==> src/rtl/gmem_burst_splitter.sv <==
// Splits a beat-aligned global-memory read request into AXI AR bursts that
// never exceed MAX_BURST_BEATS and never cross a BOUNDARY_BYTES line.
module gmem_burst_splitter #(
    parameter int FULL_ADDR_WIDTH = 64,
    parameter int DATA_WIDTH      = 512,
    parameter int LEN_WIDTH       = 32,
    parameter int MAX_BURST_BEATS = 64,
    parameter int BOUNDARY_BYTES  = 4096
) (
    input  logic                       i_clk,
    input  logic                       i_rst_n,
    input  logic                       i_req_valid,
    output logic                       o_req_ready,
    input  logic [FULL_ADDR_WIDTH-1:0] i_req_addr,
    input  logic [LEN_WIDTH-1:0]       i_req_beats,
    output logic                       o_ar_valid,
    input  logic                       i_ar_ready,
    output logic [FULL_ADDR_WIDTH-1:0] o_ar_addr,
    output logic [7:0]                 o_ar_len,
    output logic                       o_busy,
    output logic                       o_done
);

    localparam int AW         = FULL_ADDR_WIDTH;
    localparam int BEAT_BYTES = DATA_WIDTH / 8;
    localparam int BEAT_LOG2  = $clog2(BEAT_BYTES);
    localparam int BND_LOG2   = $clog2(BOUNDARY_BYTES);
    localparam int OFF_W      = BND_LOG2 - BEAT_LOG2;
    localparam int BND_BEATS  = 1 << OFF_W;
    localparam logic [AW-1:0] LOW_MASK = AW'(BEAT_BYTES - 1);

    typedef enum logic [1:0] {IDLE, ISSUE, DONE} state_t;

    state_t               state;
    logic [AW-1:0]        addr;
    logic [LEN_WIDTH-1:0] rem;
    logic [8:0]           chunk;

    logic [AW-1:0]        aligned;
    logic [AW-1:0]        next_addr;
    logic [LEN_WIDTH-1:0] next_rem;
    logic [8:0]           req_chunk;
    logic [8:0]           next_chunk;

    // off = beat index of the address inside its boundary line
    function automatic logic [8:0] chunk_of(input logic [OFF_W-1:0] off,
                                            input logic [LEN_WIDTH-1:0] beats);
        logic [OFF_W:0] to_bnd;
        logic [8:0]     c;
        to_bnd = (OFF_W+1)'(BND_BEATS) - {1'b0, off};
        c      = 9'(MAX_BURST_BEATS);
        if (64'(to_bnd) < 64'(c)) c = 9'(to_bnd);
        if (64'(beats) < 64'(c))  c = 9'(beats);
        return c;
    endfunction

    always_comb begin
        aligned    = i_req_addr & ~LOW_MASK;
        req_chunk  = chunk_of(aligned[BND_LOG2-1:BEAT_LOG2], i_req_beats);
        next_addr  = addr + (AW'(chunk) << BEAT_LOG2);
        next_rem   = rem - LEN_WIDTH'(chunk);
        next_chunk = chunk_of(next_addr[BND_LOG2-1:BEAT_LOG2], next_rem);
    end

    always_ff @(posedge i_clk or negedge i_rst_n) begin
        if (!i_rst_n) begin
            state       <= IDLE;
            addr        <= '0;
            rem         <= '0;
            chunk       <= '0;
            o_req_ready <= 1'b0;
            o_ar_valid  <= 1'b0;
            o_ar_addr   <= '0;
            o_ar_len    <= '0;
            o_busy      <= 1'b0;
            o_done      <= 1'b0;
        end else begin
            o_done <= 1'b0;
            case (state)
                IDLE: begin
                    o_req_ready <= 1'b1;
                    if (i_req_valid && o_req_ready) begin
                        o_req_ready <= 1'b0;
                        o_busy      <= 1'b1;
                        addr        <= aligned;
                        rem         <= i_req_beats;
                        if (i_req_beats != '0) begin
                            chunk      <= req_chunk;
                            o_ar_valid <= 1'b1;
                            o_ar_addr  <= aligned;
                            o_ar_len   <= 8'(req_chunk - 9'd1);
                            state      <= ISSUE;
                        end else begin
                            o_done <= 1'b1;
                            state  <= DONE;
                        end
                    end
                end
                ISSUE: begin
                    // Next burst is loaded on the handshake edge so AR stays back-to-back
                    if (i_ar_ready) begin
                        addr <= next_addr;
                        rem  <= next_rem;
                        if (next_rem != '0) begin
                            chunk     <= next_chunk;
                            o_ar_addr <= next_addr;
                            o_ar_len  <= 8'(next_chunk - 9'd1);
                        end else begin
                            o_ar_valid <= 1'b0;
                            o_done     <= 1'b1;
                            state      <= DONE;
                        end
                    end
                end
                DONE: begin
                    o_busy      <= 1'b0;
                    o_req_ready <= 1'b1;
                    state       <= IDLE;
                end
                default: state <= IDLE;
            endcase
        end
    end

endmodule

==> config.mk <==
export PLATFORM = sky130hd
export DESIGN_NAME = gmem_burst_splitter
export DESIGN_NICKNAME = d
export VERILOG_FILES = /design/src/rtl/gmem_burst_splitter.sv
export SDC_FILE = /design/constraint.sdc
export NUM_CORES = 1
export LEC_CHECK = 0
export ABC_AREA = 1
export BUFFER_PORTS_ARGS = -buffer_cell sky130_fd_sc_hd__buf_4
export CORE_MARGIN = 2
export CORE_UTILIZATION = 59
export CTS_CLUSTER_SIZE = 10
export DETAILED_ROUTE_END_ITERATION = 8
export GPL_TIMING_DRIVEN = 0
export PLACE_DENSITY = 0.8
export SLEW_MARGIN = 20
export SYNTH_ARGS = -nofsm -noshare
export SYNTH_HDL_FRONTEND = slang
export SYNTH_SLANG_ARGS = --single-unit
==> constraint.sdc <==
create_clock -name i_clk -period 4.72 [get_ports i_clk]
set_input_delay 0.944 -clock i_clk [delete_from_list [all_inputs] [get_ports i_clk]]
set_output_delay 0.944 -clock i_clk [all_outputs]
set_load 0.01 [all_outputs]
==> results.txt <==
DRC viols - 0
CTS root buf - clkbuf_16
arrival time of the worst setup path - 4890 ps
Slew Limit Headroom - 35.2%
drt wl/cell - 20.0 um
startpoint type of the worst setup path - flip-flop
core area - 20,400 sq um
hold_ws - 463 ps
Final ANT Viol Nets - 0
Synth Area in XOR/XNOR - 3.41%
Worst-path clk slew - 80 ps
Vias - 14,055
reg2reg end - o_ar_len[6]
Die Span Y - 148 um
highest achievable clock rate - 222 MHz
Worst Setup SP - chunk[0]
Final nets - 2,170
CP Capture Point - o_ar_len[6]
Final Util - 71.7%
# port buffers - 169
leakage - 0.00710 uW
global route total overflow - 0
clock sinks - 183
Yosys cell types - 47
Power Density - 848 nW/um^2
Layout area overhead - 18.6%
Detail Placement HPWL - 35,800 um
H-tree depth - 4
GR Util met2 - 62.6%
initial antenna violation count - 1
CTS tree - done
Avg Inst Size Synth - 6.67 sq um
gpl congestion - 1.03
Top Ports - 176
RR Startpoint - chunk[0]
Initial Utilization - 60.5%
cell with the most instances after synthesis - nand2_1
Reg2Reg Setup Slack - 210 ps
crit-path max FO - 4
CTS Buffer Depth - 2
most common library cells after synthesis - nand2_1, nor2_1, inv_1, dfrtp_1, nand3_1
Slew Limit Fails - 0
largest net degree at the start of global routing - 101
layout cells sized above 1 - 11.7%
cell taking the most area after synthesis - dfrtp_1
final non-filler cell area - 14,600 sq um
worst min path class - input port to async pin
status - completed
fin worst setup slack - 214 ps
Pre-antenna DRT Iters - 8
Setup crit end kind - flip-flop
M1 GR Usage - 60.5%
grt peak-use layer - met2
Period Utilization, post-route - 95.5%
#FFs+latches synth - 183
placed cell areas - 14,000 sq um
total track usage - 42.3%
type of the worst setup path - flip-flop to flip-flop
initial DRC count - 1,901
TritonCTS buffer count - 17
# fillers - 1,657
Via density - 6.06
Worst-Margin Slew - 961 ps
worst clock skew - 18.5 ps
VDD IR max - 859 uV
Synth Area in Adders - 3.68%
number of synthesized flops with an enable pin - 0
Req. time, crit path - 5110 ps
ys async rst share - 100%
Synth area leaders - dfrtp_1, nand2_1, nor2_1
FF-to-FF path depth - 26
Post-Route WL - 46,300 um
Synthesis Warnings - 0
Placement Setup Slack - 276 ps
clock latency at the later pin of the worst-skew pair - 460 ps
Post-Synth Simple-Gate Area - 35.0%
first-pass GRT wire length - 71,600 um
Final Hold Fails - 0
Syn Nets - 1,981
Synth Flop Type - dfrtp_1
vias in the first global route - 13,135
top-area cell type share of the netlist area - 37.2%
post-synthesis mux area share - 0.488%
Tmin final - 4510 ps
largest family of logic cells by synthesized area - simple AND/OR/NAND/NOR gates
Die Footprint - 22,000 sq um
global routing usage on met3 - 9.91%
Syn Std Cell Area - 12,300 sq um
Site Rows - 52
Die Wd - 148 um
MaxCap Viol Count - 0
endpoints failing setup - 0
Synth Instances - 1,846
Seq/Total Area, Yosys - 37.2%
post-synthesis compound-gate area fraction - 11.8%
## cell type report
cell class                      count  area, sq um  share of cell area, %
Clock buffer                       18          429                   2.94
Clock inverter                     14          183                   1.25
Antenna cell                        2         5.00                 0.0343
Sequential cell                   183         4580                   31.4
Buffer                             56          226                   1.55
Multi-Input combinational cell   1389         6720                   46.0
Inverter                          218          818                   5.60
Timing Repair Buffer              170         1300                   8.93
Tap cell                          270          338                   2.31
## layout by cell type, fill, tap and decap left out, types with 2 or more instances in the layout
cell type | synthesis | layout
nand4_1 | 43 | 43
buf_2 | 10 | 10
nand3_1 | 108 | 108
diode_2 | 0 | 2
o21ai_0 | 105 | 105
clkinv_1 | 5 | 5
o31ai_1 | 10 | 10
mux2i_1 | 6 | 6
clkbuf_16 | 0 | 17
o21a_1 | 3 | 3
buf_4 | 1 | 169
nor3_1 | 24 | 24
inv_8 | 0 | 4
clkinv_8 | 0 | 4
o211ai_1 | 5 | 5
nor4_1 | 20 | 20
a31oi_1 | 55 | 55
inv_6 | 0 | 2
a21oi_2 | 2 | 2
clkbuf_1 | 41 | 42
nand2_1 | 580 | 580
o21ai_1 | 4 | 4
xnor2_1 | 18 | 18
clkinv_4 | 0 | 2
nor2_4 | 2 | 2
nand3b_1 | 2 | 2
dfrtp_1 | 183 | 183
inv_2 | 13 | 13
fa_1 | 2 | 2
buf_1 | 4 | 4
inv_1 | 200 | 200
nor2_2 | 2 | 3
a21oi_1 | 36 | 36
ha_1 | 33 | 32
xor2_1 | 30 | 28
nor2_1 | 260 | 259
o22ai_1 | 23 | 23
## worst max-delay path, stage by stage, from the launching register on
cell	delay (ps)
dfrtp_1	440
ha_1	260
fa_1	500
nand3_1	130
nand2_1	170
xor2_4	280
nor2_2	90
nand2_1	110
nand3_1	110
ha_1	300
a21oi_1	110
o21ai_0	90
nand2_1	70
nand2_1	60
nand2_1	60
nand2_1	50
nand2_1	80
nand3_1	100
nor2_1	120
nand3_1	190
nand3_1	120
nand2_1	50
o21ai_0	460
nand2_1	220
nand2_1	120
nand3_1	80
nand2_1	60
## state kept, by name, indices dropped and copies added (netlist names)
name,cells
addr,64
o_ar_addr,64
rem,32
chunk,9
o_ar_len,8
state,2
o_ar_valid,1
o_busy,1
o_done,1
o_req_ready,1
## worst min-delay path by stage
| stage | cells past startpoint | endpoint | start | slack [ps] |
|---|---|---|---|---|
| floorplan | 2 | addr[6] | addr[6] | 450 |
| global placement | 2 | o_ar_valid | o_ar_valid | 460 |
| detailed placement | 2 | o_ar_addr[63] | o_ar_addr[63] | 470 |
| CTS | 2 | o_ar_addr[31] | o_ar_addr[31] | 490 |
| global route | 2 | o_ar_addr[15] | o_ar_addr[15] | 510 |
| finish | 1 | rem[22] | i_rst_n | 460 |
## power by group
| part | switching (uW) | leakage (uW) | total, uW | internal, uW |
|---|---|---|---|---|
| clock | 754 | 0.000294 | 1520 | 766 |
| combinational | 5370 | 0.00459 | 7880 | 2510 |
| sequential | 644 | 0.00222 | 2980 | 2340 |
| total | 6770 | 0.00710 | 12400 | 5610 |
## logic make-up after synthesis
| group | after synthesis |
|---|---|
| compound gates | 252 |
| xor+xnor | 48 |
| fa+ha+maj | 35 |
| buf+inv | 274 |
| flops | 183 |
| mux | 6 |
| simple gates | 1048 |
## metal layers
layer	wire length, um	up-vias	part of all wire [%]
met5	0	-	0
met4	1520	0	3.3
met3	6550	120	14
met2	19800	1058	43
met1	18500	6510	40
li1	-	6367	-
## per-stage QoR
| step | total power [uW] | cells | setup TNS (ps) |
|---|---|---|---|
| 2_1_floorplan | 7820 | 1846 | 0 |
| 3_3_place_gp | 10200 | 2285 | 0 |
| 3_5_place_dp | 10400 | 2286 | 0 |
| 4_1_cts | 12000 | 2318 | 0 |
| 5_1_grt | 13200 | 2318 | -0.278 |
| 6_report | 12400 | 2320 | 0 |
## repair_timing
item | CTS | global route
gates resized for setup | 0 | 5
endpoints found under the setup margin | 0 | 4
buffers inserted | 0 | 0
hold buffers | 0 | 0
Power figures use the tool's default switching activity.
